`config.mk`:
```
export PLATFORM = sky130hd
export DESIGN_NAME = snake_dir_sched
export DESIGN_NICKNAME = d
export VERILOG_FILES = /design/src/rtl/snake_pkg.sv /design/src/rtl/snake_dir_sched_fifo.sv /design/src/rtl/snake_dir_sched.sv
export SDC_FILE = /design/constraint.sdc
export NUM_CORES = 1
export LEC_CHECK = 0
export BUFFER_PORTS_ARGS = -buffer_cell sky130_fd_sc_hd__buf_2
export CORE_MARGIN = 5
export CORE_UTILIZATION = 30
export DETAILED_ROUTE_END_ITERATION = 12
export SLEW_MARGIN = 30
export SYNTH_ARGS = -nofsm -noshare
export SYNTH_HDL_FRONTEND = slang
export SYNTH_SLANG_ARGS = --single-unit
export TNS_END_PERCENT = 10
```
`constraint.sdc`:
```
create_clock -name vga_clk -period 7.05 [get_ports vga_clk]
set_clock_uncertainty 0.2 [all_clocks]
set_input_delay 1.41 -clock vga_clk [delete_from_list [all_inputs] [get_ports vga_clk]]
set_output_delay 1.41 -clock vga_clk [all_outputs]
set_load 0.02 [all_outputs]
```
`src/rtl/snake_pkg.sv`:
```
// Shared direction and phase encodings for the snake direction scheduler.
// Direction codes: 00 up, 01 right, 10 down, 11 left.
package snake_pkg;

  localparam logic [1:0] DIR_UP    = 2'b00;
  localparam logic [1:0] DIR_RIGHT = 2'b01;
  localparam logic [1:0] DIR_DOWN  = 2'b10;
  localparam logic [1:0] DIR_LEFT  = 2'b11;

  localparam logic [1:0] PH_IDLE  = 2'b00;
  localparam logic [1:0] PH_RUN   = 2'b01;
  localparam logic [1:0] PH_PAUSE = 2'b10;
  localparam logic [1:0] PH_OVER  = 2'b11;

  // Opposite heading differs only in the vertical/horizontal sense bit.
  function automatic logic [1:0] dir_reverse(input logic [1:0] c);
    return c ^ 2'b10;
  endfunction

endpackage

```
`src/rtl/snake_dir_sched_fifo.sv`:
```
// Small circular queue of 2-bit turn codes with head/tail peek.
// A push into a full queue succeeds when a pop happens in the same cycle.
module dir_fifo
  import snake_pkg::*;
#(
  parameter int QDEPTH = 4,
  localparam int PTR_W = $clog2(QDEPTH),
  localparam int CNT_W = PTR_W + 1
) (
  input  logic             clk,
  input  logic             rst,
  input  logic             flush,
  input  logic             push,
  input  logic             pop,
  input  logic [1:0]       din,
  output logic [1:0]       head,
  output logic [1:0]       tail,
  output logic [CNT_W-1:0] count,
  output logic             full,
  output logic             empty
);

  logic [1:0]       mem_q [QDEPTH];
  logic [1:0]       mem_d [QDEPTH];
  logic [PTR_W-1:0] rd_ptr_q, rd_ptr_d;
  logic [PTR_W-1:0] wr_ptr_q, wr_ptr_d;
  logic [PTR_W-1:0] tail_ptr;
  logic [CNT_W-1:0] count_q, count_d;
  logic             do_push, do_pop;

  assign empty    = (count_q == '0);
  assign full     = (count_q == CNT_W'(QDEPTH));
  assign do_pop   = pop & ~empty;
  assign do_push  = push & (~full | do_pop);
  assign tail_ptr = wr_ptr_q - PTR_W'(1);
  assign head     = mem_q[rd_ptr_q];
  assign tail     = mem_q[tail_ptr];
  assign count    = count_q;

  always_comb begin
    mem_d    = mem_q;
    rd_ptr_d = rd_ptr_q;
    wr_ptr_d = wr_ptr_q;
    count_d  = count_q;
    if (flush) begin
      rd_ptr_d = '0;
      wr_ptr_d = '0;
      count_d  = '0;
    end else begin
      if (do_push) begin
        mem_d[wr_ptr_q] = din;
        wr_ptr_d        = wr_ptr_q + PTR_W'(1);
      end
      if (do_pop) begin
        rd_ptr_d = rd_ptr_q + PTR_W'(1);
      end
      case ({do_push, do_pop})
        2'b10:   count_d = count_q + CNT_W'(1);
        2'b01:   count_d = count_q - CNT_W'(1);
        default: count_d = count_q;
      endcase
    end
  end

  // Storage is data only; emptiness is defined by the pointers and count.
  always_ff @(posedge clk) begin
    if (rst) begin
      rd_ptr_q <= '0;
      wr_ptr_q <= '0;
      count_q  <= '0;
    end else begin
      rd_ptr_q <= rd_ptr_d;
      wr_ptr_q <= wr_ptr_d;
      count_q  <= count_d;
    end
    mem_q <= mem_d;
  end

endmodule

```
`src/rtl/snake_dir_sched.sv`:
```
// Turns debounced joystick presses into validated, tick-paced direction
// commits for game_logic, and owns the IDLE/RUN/PAUSE/OVER phase machine.
module snake_dir_sched
  import snake_pkg::*;
#(
  parameter int         QDEPTH   = 4,
  parameter logic [1:0] DIR_INIT = 2'b01,
  localparam int        CNT_W    = $clog2(QDEPTH) + 1
) (
  input  logic             vga_clk,
  input  logic             reset,
  input  logic [3:0]       btn_dn,
  input  logic             start_dn,
  input  logic             upd_tick,
  input  logic             game_over,
  output logic [1:0]       direction,
  output logic             dir_upd,
  output logic             run,
  output logic [1:0]       phase,
  output logic [CNT_W-1:0] q_count,
  output logic             q_ovf
);

  // Simultaneous presses resolve to the lowest index.
  function automatic logic [1:0] first_press(input logic [3:0] b);
    if (b[0])      return DIR_UP;
    else if (b[1]) return DIR_RIGHT;
    else if (b[2]) return DIR_DOWN;
    else           return DIR_LEFT;
  endfunction

  logic [1:0] phase_q, phase_d;
  logic [1:0] dir_q, dir_d;
  logic       dir_upd_q, dir_upd_d;
  logic       q_ovf_q, q_ovf_d;

  logic       in_run;
  logic       start_game;
  logic       q_flush;
  logic       press_vld;
  logic [1:0] cand;
  logic [1:0] ref_dir;
  logic       cand_ok;
  logic       push_req, pop_req;
  logic [1:0] q_head, q_tail;
  logic       q_full, q_empty;

  assign in_run     = (phase_q == PH_RUN);
  assign press_vld  = |btn_dn;
  assign cand       = first_press(btn_dn);
  assign ref_dir    = q_empty ? dir_q : q_tail;
  assign cand_ok    = in_run && press_vld &&
                      (cand != ref_dir) && (cand != dir_reverse(ref_dir));
  assign pop_req    = in_run && upd_tick && !q_empty;
  assign push_req   = cand_ok && (!q_full || pop_req);

  always_comb begin
    phase_d    = phase_q;
    start_game = 1'b0;
    q_flush    = 1'b0;
    case (phase_q)
      PH_IDLE: begin
        if (start_dn) begin
          phase_d    = PH_RUN;
          start_game = 1'b1;
          q_flush    = 1'b1;
        end
      end
      PH_RUN: begin
        if (game_over)     phase_d = PH_OVER;
        else if (start_dn) phase_d = PH_PAUSE;
      end
      PH_PAUSE: begin
        if (start_dn) phase_d = PH_RUN;
      end
      default: begin
        if (start_dn) begin
          phase_d = PH_IDLE;
          q_flush = 1'b1;
        end
      end
    endcase
  end

  always_comb begin
    dir_d     = dir_q;
    dir_upd_d = pop_req;
    q_ovf_d   = cand_ok && q_full && !pop_req;
    if (start_game) begin
      dir_d = DIR_INIT;
    end else if (pop_req) begin
      dir_d = q_head;
    end
  end

  dir_fifo #(
    .QDEPTH (QDEPTH)
  ) u_fifo (
    .clk   (vga_clk),
    .rst   (reset),
    .flush (q_flush),
    .push  (push_req),
    .pop   (pop_req),
    .din   (cand),
    .head  (q_head),
    .tail  (q_tail),
    .count (q_count),
    .full  (q_full),
    .empty (q_empty)
  );

  always_ff @(posedge vga_clk) begin
    if (reset) begin
      phase_q   <= PH_IDLE;
      dir_q     <= DIR_INIT;
      dir_upd_q <= 1'b0;
      q_ovf_q   <= 1'b0;
    end else begin
      phase_q   <= phase_d;
      dir_q     <= dir_d;
      dir_upd_q <= dir_upd_d;
      q_ovf_q   <= q_ovf_d;
    end
  end

  assign phase     = phase_q;
  assign run       = (phase_q == PH_RUN);
  assign direction = dir_q;
  assign dir_upd   = dir_upd_q;
  assign q_ovf     = q_ovf_q;

endmodule
```
==> reports/results.tsv, run 1 <==
stage	metric	value	unit
logic_synthesis	largest cells by area after synthesis	dfxtp_1, edfxtp_1, ha_1	
logic_synthesis	Post-Synth Simple-Gate Area	0.1442	
logic_synthesis	mapped cell area	1076	um2
drt	antenna viol nets, final	0	
drt	Post-route DRC	0	
place	RePlAce Congestion	0.8217	
worst_setup_path	CP peak stage delay	710	ps
worst_setup_path	worst-path cell chain	buf_2 -> o41ai_1 -> or2b_1 -> nor2_1 -> inv_1 -> ha_1 -> inv_1 -> fa_1 -> xor2_1 -> or3_1 -> a21oi_1	
timing	RSZ-0062 raised after global routing	false	
timing	worst-margin pin slew	734.1	ps
finish	share of cells above drive strength 1	0.2295	
hold_path	Worst Hold Class	register to register	
worst_setup_path	crit-path max FO	5	
timing	Final Hold Vio Count	0	
logic_synthesis	number of synthesis warnings	0	
drt	DR pass1 iterations	4	
grt	all-layer global routing usage	0.09346	
clocking	clock-pin slew on the worst setup and hold paths	120	ps
clocking	# hold bufs at CTS	0	
place	Placement Cell Area	1224	um2
logic_synthesis	Cells after Synth	100	
logic_synthesis	Distinct cells, synth	23	
floorplan	IO Pins	19	
timing	Final Setup Violations	0	
run	max_cap viols	0	
worst_setup_path	startpoint types	input port	
finish	cell area after layout	1250	um2
logic_synthesis	post-synthesis compound-gate area fraction	0.07558	
place	DP Cell Count	164	
status	status	finished, final reports clean	
logic_synthesis	adder-cell share of the synthesized area	0.1349	
clocking	CTS tree	yes	
drt	DR vias/cell	4.560	
clocking	Root Buffer	clkbuf_4	
clocking	clk_lat worst skew	310	ps
worst_setup_path	Req. time, crit path	7100	ps
logic_synthesis	Synth Area in XOR/XNOR	0.04884	
floorplan	# rows	21	
place	detailed placer's ending HPWL	1701	um
worst_setup_path	critical path buffer and inverter count	3	
finish	# nets final	143	
drt	DRT Wirelength	2116	um
worst_setup_path	CP arrival	3790	ps
finish	Area growth syn-to-layout	16.16	%
clocking	clk sinks	21	
clocking	Post-CTS Setup Bufs	0	
clocking	CTS H-Tree Depth	1	
logic_synthesis	Synth top area share	0.2419	
grt	largest net degree at the start of global routing	12	
grt	vias in the first global route	776	
finish	fin util	0.3659	
logic_synthesis	Syn Nets	120	
logic_synthesis	largest family of logic cells by synthesized area	simple AND/OR/NAND/NOR gates	
floorplan	Die W	69.89	um
worst_setup_path	Slowest cell on crit path	o41ai_1	
worst_setup_path	endpoint class of the critical path	register	
pwr	Leakage	0.4927	nW
drt	via count	766	
logic_synthesis	Avg Synthesized Cell Area	10.76	um2
finish	non-filler cells, final	168	
floorplan	die height	69.89	um
floorplan	core area	3416	um2
drt	wire per inst	12.60	um
timing	Hold Slack	323.6	ps
timing	Final min period	3744	ps
logic_synthesis	register area share after synthesis	0.4651	
timing	final max-slew violation count	0	
timing	period utilisation layout	0.5310	
timing	Max Fclk	267.1	MHz
logic_synthesis	synthesis-stage register bit count	21	
floorplan	Initial Util	0.3150	
finish	Ant. Diodes	0	
timing	setup tns final	0	ps
drt	drt initial violations	38	
floorplan	die area	4885	um2
logic_synthesis	Synth area leader	dfxtp_1	
logic_synthesis	mux contribution to synthesized area	0.1000	
grt	initial antenna violation count	0	
pwr	peak supply drop	0.00006635	V
worst_setup_path	CP most frequent cell	inv_1	
grt	grt ovf	0	
clocking	Num CTS Buffers	3	
timing	Slew Limit Headroom	0.5042	
clocking	PostCTS Resize Cnt	0	
place	IO Port Bufs	18	
pwr	Cell Pwr Density	178.6	nW/um2
clocking	CTS max path bufs	2	
worst_setup_path	WS Path Type	input port to register	
grt	first-pass GRT wire length	3615	um
worst_setup_path	Crit path max-delay family	compound AO/OA/AOI/OAI gates	
## logic make-up (layout without fill, tap and decap cells)
| family | count (synthesis) | after routing |
|---|---|---|
| and+or+nand+nor | 31 | 31 |
| DFF | 21 | 21 |
| AOI/OAI and AO/OA | 15 | 15 |
| adders and majority gates | 11 | 11 |
| buffers and inverters | 9 | 31 |
| muxes | 7 | 7 |
| xor gates and xnor gates | 6 | 6 |
## state kept, by name, summed over array words and instances (netlist names)
register / flops
u_fifo.wr_ptr_q: 2
phase: 2
u_fifo.mem_q: 8
u_fifo.rd_ptr_q: 2
q_ovf: 1
u_fifo.count: 3
direction: 2
dir_upd: 1
## worst min-delay path, cell delays in order, from the launching register on
cell,delay [ps]
dfxtp_1,370
mux2i_1,70
nand2_1,60
## cell usage after synthesis
| cell | count |
|---|---|
| a21oi_1 | 8 |
| a31oi_1 | 2 |
| and3_2 | 4 |
| dfxtp_1 | 13 |
| edfxtp_1 | 8 |
| fa_1 | 1 |
| ha_1 | 10 |
| inv_1 | 9 |
| mux2i_1 | 4 |
| mux4_2 | 3 |
| nand2_1 | 3 |
| nand2b_1 | 2 |
| nand3_1 | 4 |
| nor2_1 | 12 |
| nor2b_1 | 1 |
| nor3_1 | 2 |
| nor4_1 | 1 |
| o21ai_0 | 4 |
| o41ai_1 | 1 |
| or2b_1 | 1 |
| or3_1 | 1 |
| xnor2_1 | 2 |
| xor2_1 | 4 |
## path summary, 6_finish.rpt
kind                           start               to  slack [ps]  cells after the start
hold reg to reg         direction[0]     direction[0]         320                      2
hold / removal          direction[0]     direction[0]         320                      2
setup reg to reg  u_fifo.wr_ptr_q[0]  u_fifo.count[2]        3610                     13
setup / recovery           btn_dn[2]  u_fifo.count[2]        3310                     11
## layout make-up
| cell class | count | area, um2 |
|---|---|---|
| fill | 356 | 2166 |
| inverter | 9 | 33.78 |
| multi-input combinational | 70 | 541.8 |
| sequential | 21 | 500.5 |
| clock buffer | 4 | 26.28 |
| tap | 46 | 57.56 |
| timing repair buffer | 18 | 90.09 |
## cells in the final DEF (no fill, tap or decap), drive strengths merged
| master | synthesis | layout |
|---|---|---|
| o21ai | 4 | 4 |
| inv | 9 | 9 |
| xor2 | 4 | 4 |
| nand2 | 3 | 3 |
| buf | 0 | 18 |
| nand2b | 2 | 2 |
| nor3 | 2 | 2 |
| mux2i | 4 | 4 |
| a21oi | 8 | 8 |
| mux4 | 3 | 3 |
| edfxtp | 8 | 8 |
| fa | 1 | 1 |
| or2b | 1 | 1 |
| nand3 | 4 | 4 |
| a31oi | 2 | 2 |
| and3 | 4 | 4 |
| xnor2 | 2 | 2 |
| ha | 10 | 10 |
| dfxtp | 13 | 13 |
| o41ai | 1 | 1 |
| nor2 | 12 | 12 |
| or3 | 1 | 1 |
| nor4 | 1 | 1 |
| clkbuf | 0 | 4 |
| nor2b | 1 | 1 |
## stage by stage
stage                     setup WS (ps)   power, W
after global routing               3203  0.0002338
after global placement             3135  0.0001657
after detailed placement           3052  0.0001667
final                              3306  0.0002232
after CTS                          3332  0.0002261
after floorplan                    3461  0.0001557
## per-layer routing
metal	wire (um)	share of wire	GRT usage	vias to the layer above
met1	981	0.46	0.1159	341
met5	0	0	0	-
li1	-	-	-	393
met2	977	0.46	0.1490	27
met3	105	0.050	0.02152	5
met4	51	0.024	0.05106	0
## power breakdown
part           switching, W  internal (W)
Sequential       0.00000290      0.000128
Clock             0.0000370     0.0000221
Combinational     0.0000204     0.0000125
Total             0.0000603      0.000163
No activity file was read; power rests on OpenSTA's default activity.
==> run 2: changes to the inputs <==
==> constraint.sdc (replaced) <==
create_clock -name vga_clk -period 3.5 [get_ports vga_clk]
set_clock_uncertainty 0.2 [all_clocks]
set_input_delay 0.7 -clock vga_clk [delete_from_list [all_inputs] [get_ports vga_clk]]
set_output_delay 0.7 -clock vga_clk [all_outputs]
set_load 0.02 [all_outputs]
==> reports/results.tsv, run 2 (synthesis results as in run 1) <==
stage	metric	value	unit
timing	Final Setup Violations	0	
floorplan	core area	3416	um2
clocking	CTS tree	yes	
grt	grt ovf	0	
clocking	Num CTS Buffers	3	
timing	final max-slew violation count	0	
worst_setup_path	CP arrival	3320	ps
drt	Post-route DRC	0	
floorplan	die height	69.89	um
drt	DR vias/cell	4.649	
drt	DRT Wirelength	2132	um
timing	period utilisation layout	0.9337	
worst_setup_path	CP most frequent cell	inv_1	
drt	antenna viol nets, final	0	
worst_setup_path	startpoint types	register	
place	detailed placer's ending HPWL	1737	um
worst_setup_path	worst-path cell chain	inv_1 -> ha_1 -> mux4_2 -> mux2i_1 -> xor2_2 -> nor2_1 -> inv_1 -> ha_1 -> inv_1 -> fa_1 -> xor2_1 -> or3_1 -> a21oi_1	
clocking	clk sinks	21	
drt	via count	795	
finish	leading cell type in the layout, fill and taps excluded	buf_2	
grt	vias in the first global route	790	
timing	setup tns final	0	ps
finish	# nets final	146	
pwr	Flop pwr share	0.581	
place	DP Cell Count	167	
pwr	Leakage	0.5106	nW
floorplan	Die W	69.89	um
finish	share of cells above drive strength 1	0.2640	
worst_setup_path	critical path buffer and inverter count	3	
grt	M3 GR Usage	0.03156	
worst_setup_path	CP peak stage delay	390	ps
worst_setup_path	Req. time, crit path	3550	ps
grt	first-pass GRT wire length	3560	um
finish	max reg flops	8	
pwr	clock power share	0.263	
hold_path	Worst Hold Class	register to register	
finish	fin util	0.3751	
timing	Slew Limit Headroom	0.6623	
worst_setup_path	Crit path max-delay family	adder cells	
finish	Top reg by flops	u_fifo.mem_q	
clocking	clk_lat worst skew	310	ps
timing	worst-margin pin slew	504.6	ps
run	max_cap viols	0	
pwr	switching pwr	0.0001238	W
timing	Max Fclk	306.0	MHz
floorplan	IO Pins	19	
floorplan	Initial Util	0.3150	
grt	largest net degree at the start of global routing	13	
place	RePlAce Congestion	0.8986	
pwr	Comb pwr share	0.156	
worst_setup_path	endpoint class of the critical path	register	
place	IO Port Bufs	18	
clocking	Post-CTS Setup Bufs	0	
pwr	Pint	0.0003300	W
pwr	Cell Pwr Density	354.2	nW/um2
timing	Final Hold Vio Count	0	
finish	Area growth syn-to-layout	19.07	%
floorplan	# rows	21	
grt	all-layer global routing usage	0.09104	
drt	wire per inst	12.47	um
worst_setup_path	Slowest cell on crit path	dfxtp_1	
finish	non-filler cells, final	171	
grt	initial antenna violation count	0	
clocking	Root Buffer	clkbuf_4	
finish	Ant. Diodes	0	
status	status	finished, final reports clean	
timing	Final min period	3268	ps
drt	DR pass1 iterations	4	
timing	RSZ-0062 raised after global routing	false	
grt	busiest layer in global routing	met2	
floorplan	die area	4885	um2
clocking	clock-pin slew on the worst setup and hold paths	130	ps
worst_setup_path	WS Path Type	register to register	
finish	most frequent cells in the layout	buf_2, dfxtp_1, nor2_1	
grt	met1 Use GR	0.1053	
pwr	switching part of the total	0.2729	
pwr	peak supply drop	0.0001052	V
drt	drt initial violations	41	
clocking	CTS H-Tree Depth	1	
clocking	CTS max path bufs	2	
grt	met2 usage	0.1438	
worst_setup_path	crit-path max FO	5	
## run 2: path summary, 6_finish.rpt
path | from | endpoint | slack, ps | cells after the start
worst min register to register | direction[1] | direction[1] | 320 | 2
worst max register to register | u_fifo.wr_ptr_q[1] | u_fifo.count[2] | 230 | 13
worst max-delay path | u_fifo.wr_ptr_q[1] | u_fifo.count[2] | 230 | 13
worst min-delay path | direction[1] | direction[1] | 320 | 2
## run 2: metrics by stage
step           hold slack, ps  cell area, um2  setup WS (ps)  total power, W
2_1_floorplan           286.8            1076          406.4       0.0003136
3_3_place_gp            303.8            1246          349.4       0.0003368
3_5_place_dp            303.7            1246          244.6       0.0003397
4_1_cts                 330.9            1274          198.4       0.0004583
5_1_grt                 374.8            1281          3.856       0.0004760
6_report                324.2            1281          232.1       0.0004538
## run 2: cell type report
class                      count  area [um2]
clock buffer                   3       22.52
clock inverter                 1       5.005
fill                         343        2135
inverter                       9       33.78
multi-input combinational     70       549.3
sequential                    21       500.5
tap                           46       57.56
timing repair buffer          21       112.6
## run 2: power groups by stage
stage | Combinational, W | Sequential, W | Clock [W]
5_1_grt | 0.0000800 | 0.000265 | 0.000131
4_1_cts | 0.0000709 | 0.000264 | 0.000124
3_5_place_dp | 0.0000705 | 0.000269 | 0
2_1_floorplan | 0.0000414 | 0.000272 | 0
3_3_place_gp | 0.0000681 | 0.000269 | 0
6_report | 0.0000709 | 0.000264 | 0.000119
## run 2: metal layers
layer	wire (um)	vias to the layer above	part of all wire
li1	-	399	-
met1	940	367	0.44
met2	1026	25	0.48
met3	129	4	0.061
met4	36	0	0.017
met5	0	-	0
## run 2: worst reg2reg max path, delay by kind of cell (launching register included)
kind                     cells  cell delay, ps
multiplexers                 2             590
XOR/XNOR                     2             400
adder cells (fa/ha/maj)      3             860
flip-flops                   1             390
buffers and inverters        3             210
AO/OA/AOI/OAI                1             130
AND/OR/NAND/NOR              2             420
## run 2: timing repair
action | in CTS | in global routing
setup endpoints to repair | 0 | 1
gates resized for setup | 0 | 1
hold buffers | 0 | 0
==> run 3: changes to the inputs <==
--- a/config.mk
+++ b/config.mk
@@ -8,8 +8,9 @@
 export BUFFER_PORTS_ARGS = -buffer_cell sky130_fd_sc_hd__buf_2
 export CORE_MARGIN = 5
 export CORE_UTILIZATION = 30
+export CTS_CLUSTER_SIZE = 10
 export DETAILED_ROUTE_END_ITERATION = 12
-export SLEW_MARGIN = 30
+export SETUP_SLACK_MARGIN = 0.3
 export SYNTH_ARGS = -nofsm -noshare
 export SYNTH_HDL_FRONTEND = slang
 export SYNTH_SLANG_ARGS = --single-unit
==> reports/results.tsv, run 3 (synthesis results as in run 1) <==
stage	metric	value	unit
status	status	finished, final reports clean	
grt	initial antenna violation count	0	
timing	period utilisation layout	0.8886	
finish	# nets final	148	
place	Placement Cell Area	1246	um2
floorplan	# rows	21	
hold_path	Worst Hold Class	register to register	
finish	share of cells above drive strength 1	0.3071	
floorplan	die area	4885	um2
pwr	clock power share	0.260	
pwr	switching part of the total	0.2743	
finish	Area growth syn-to-layout	22.33	%
timing	Final Hold Vio Count	0	
clocking	CTS max path bufs	2	
grt	largest net degree at the start of global routing	13	
finish	Ant. Diodes	0	
pwr	Flop pwr share	0.575	
grt	busiest layer in global routing	met2	
timing	final max-slew violation count	0	
drt	Post-route DRC	0	
drt	DR pass1 iterations	4	
grt	all-layer global routing usage	0.09134	
timing	Final Setup Violations	0	
pwr	Comb pwr share	0.165	
finish	leading cell type in the layout, fill and taps excluded	buf_2	
floorplan	Initial Util	0.3150	
pwr	switching pwr	0.0001260	W
clocking	clk sinks	21	
floorplan	IO Pins	19	
pwr	Leakage	0.5202	nW
finish	Top reg by flops	u_fifo.mem_q	
worst_setup_path	WS Path Type	register to register	
grt	vias in the first global route	777	
clocking	CTS H-Tree Depth	1	
timing	worst-margin pin slew	503.1	ps
clocking	clk_lat worst skew	310	ps
drt	antenna viol nets, final	0	
timing	RSZ-0062 raised after global routing	false	
floorplan	Die W	69.89	um
finish	cell area after layout	1316	um2
pwr	Cell Pwr Density	349.1	nW/um2
drt	via count	821	
run	max_cap viols	0	
pwr	Pint	0.0003335	W
pwr	peak supply drop	0.0001053	V
grt	met1 Use GR	0.1079	
floorplan	core area	3416	um2
floorplan	die height	69.89	um
place	RePlAce Congestion	0.8986	
worst_setup_path	CP arrival	3160	ps
drt	DRT Wirelength	2157	um
grt	M3 GR Usage	0.02869	
drt	wire per inst	12.47	um
worst_setup_path	endpoint class of the critical path	register	
clocking	CTS tree	yes	
clocking	# hold bufs at CTS	0	
clocking	Root Buffer	clkbuf_4	
drt	DR vias/cell	4.746	
worst_setup_path	Req. time, crit path	3550	ps
place	detailed placer's ending HPWL	1737	um
finish	most frequent cells in the layout	buf_2, nor2_1, dfxtp_1	
timing	Final min period	3110	ps
grt	grt ovf	0	
timing	Max Fclk	321.5	MHz
place	IO Port Bufs	18	
timing	setup tns final	0	ps
worst_setup_path	crit-path max FO	5	
worst_setup_path	startpoint types	register	
drt	drt initial violations	28	
clocking	Num CTS Buffers	3	
timing	Slew Limit Headroom	0.6634	
finish	max reg flops	8	
grt	first-pass GRT wire length	3567	um
clocking	clock-pin slew on the worst setup and hold paths	130	ps
grt	met2 usage	0.1459	
-- run 3: cell count changes in the layout (fill, tap and decap cells not counted) --
cell	delta
buf_4	+2
dfxtp_1	-2
dfxtp_2	+2
mux2i_1	-1
mux2i_4	+1
nor3_1	-1
nor3_2	+1
-- run 3: worst paths after layout --
kind	start	to	slack (ps)	cells past startpoint
hold reg to reg	u_fifo.wr_ptr_q[1]	u_fifo.wr_ptr_q[1]	320	2
setup reg to reg	u_fifo.wr_ptr_q[0]	u_fifo.count[2]	390	13
setup / recovery	u_fifo.wr_ptr_q[0]	u_fifo.count[2]	390	13
hold / removal	u_fifo.wr_ptr_q[1]	u_fifo.wr_ptr_q[1]	320	2
-- run 3: metrics by stage --
step | power (W) | worst slack (ps) | std cells | util | hold WS, ps
finish | 0.0004595 | 390.0 | 173 | 0.3853 | 318.3
global route | 0.0004806 | 287.0 | 173 | 0.3853 | 364.9
CTS | 0.0004600 | 333.2 | 172 | 0.3751 | 330.9
detailed placement | 0.0003397 | 244.6 | 167 | 0.3648 | 303.7
global placement | 0.0003368 | 349.4 | 167 | 0.3648 | 303.8
floorplan | 0.0003136 | 406.4 | 100 | - | 286.8
-- run 3: what timing repair did --
item | in CTS | in global routing
setup buffers | 1 | 1
endpoints found under the setup margin | 1 | 1
pin swaps | 1 | 1
gates resized for setup | 0 | 6
-- run 3: metal layers --
metal	vias to the layer above	routed length [um]	share of wire
met5	-	0	0
met2	23	1025	0.48
li1	403	-	-
met4	0	48	0.022
met1	389	960	0.45
met3	6	122	0.057
-- run 3: critical path: stages, from the launching register on --
cell and delay [ps]:
dfxtp_2 350, inv_1 80, ha_1 330, mux4_2 330, mux2i_4 190, xor2_2 190
nor2_1 110, inv_1 70, ha_1 180, inv_1 60, fa_1 370, xor2_1 160
or3_1 300, a21oi_1 130
-- run 3: power groups by stage --
stage	Clock [W]	Combinational, W	Sequential (W)
2_1_floorplan	0	0.0000414	0.000272
3_3_place_gp	0	0.0000681	0.000269
5_1_grt	0.000131	0.0000850	0.000265
6_report	0.000120	0.0000760	0.000264
4_1_cts	0.000124	0.0000726	0.000264
3_5_place_dp	0	0.0000705	0.000269
-- run 3: final cells by class --
class | instances | area [um2]
inverter | 9 | 33.78
fill | 338 | 2100
clock inverter | 1 | 5.005
multi-input combinational | 70 | 566.8
sequential | 21 | 503.0
timing repair buffer | 23 | 127.6
tap | 46 | 57.56
clock buffer | 3 | 22.52
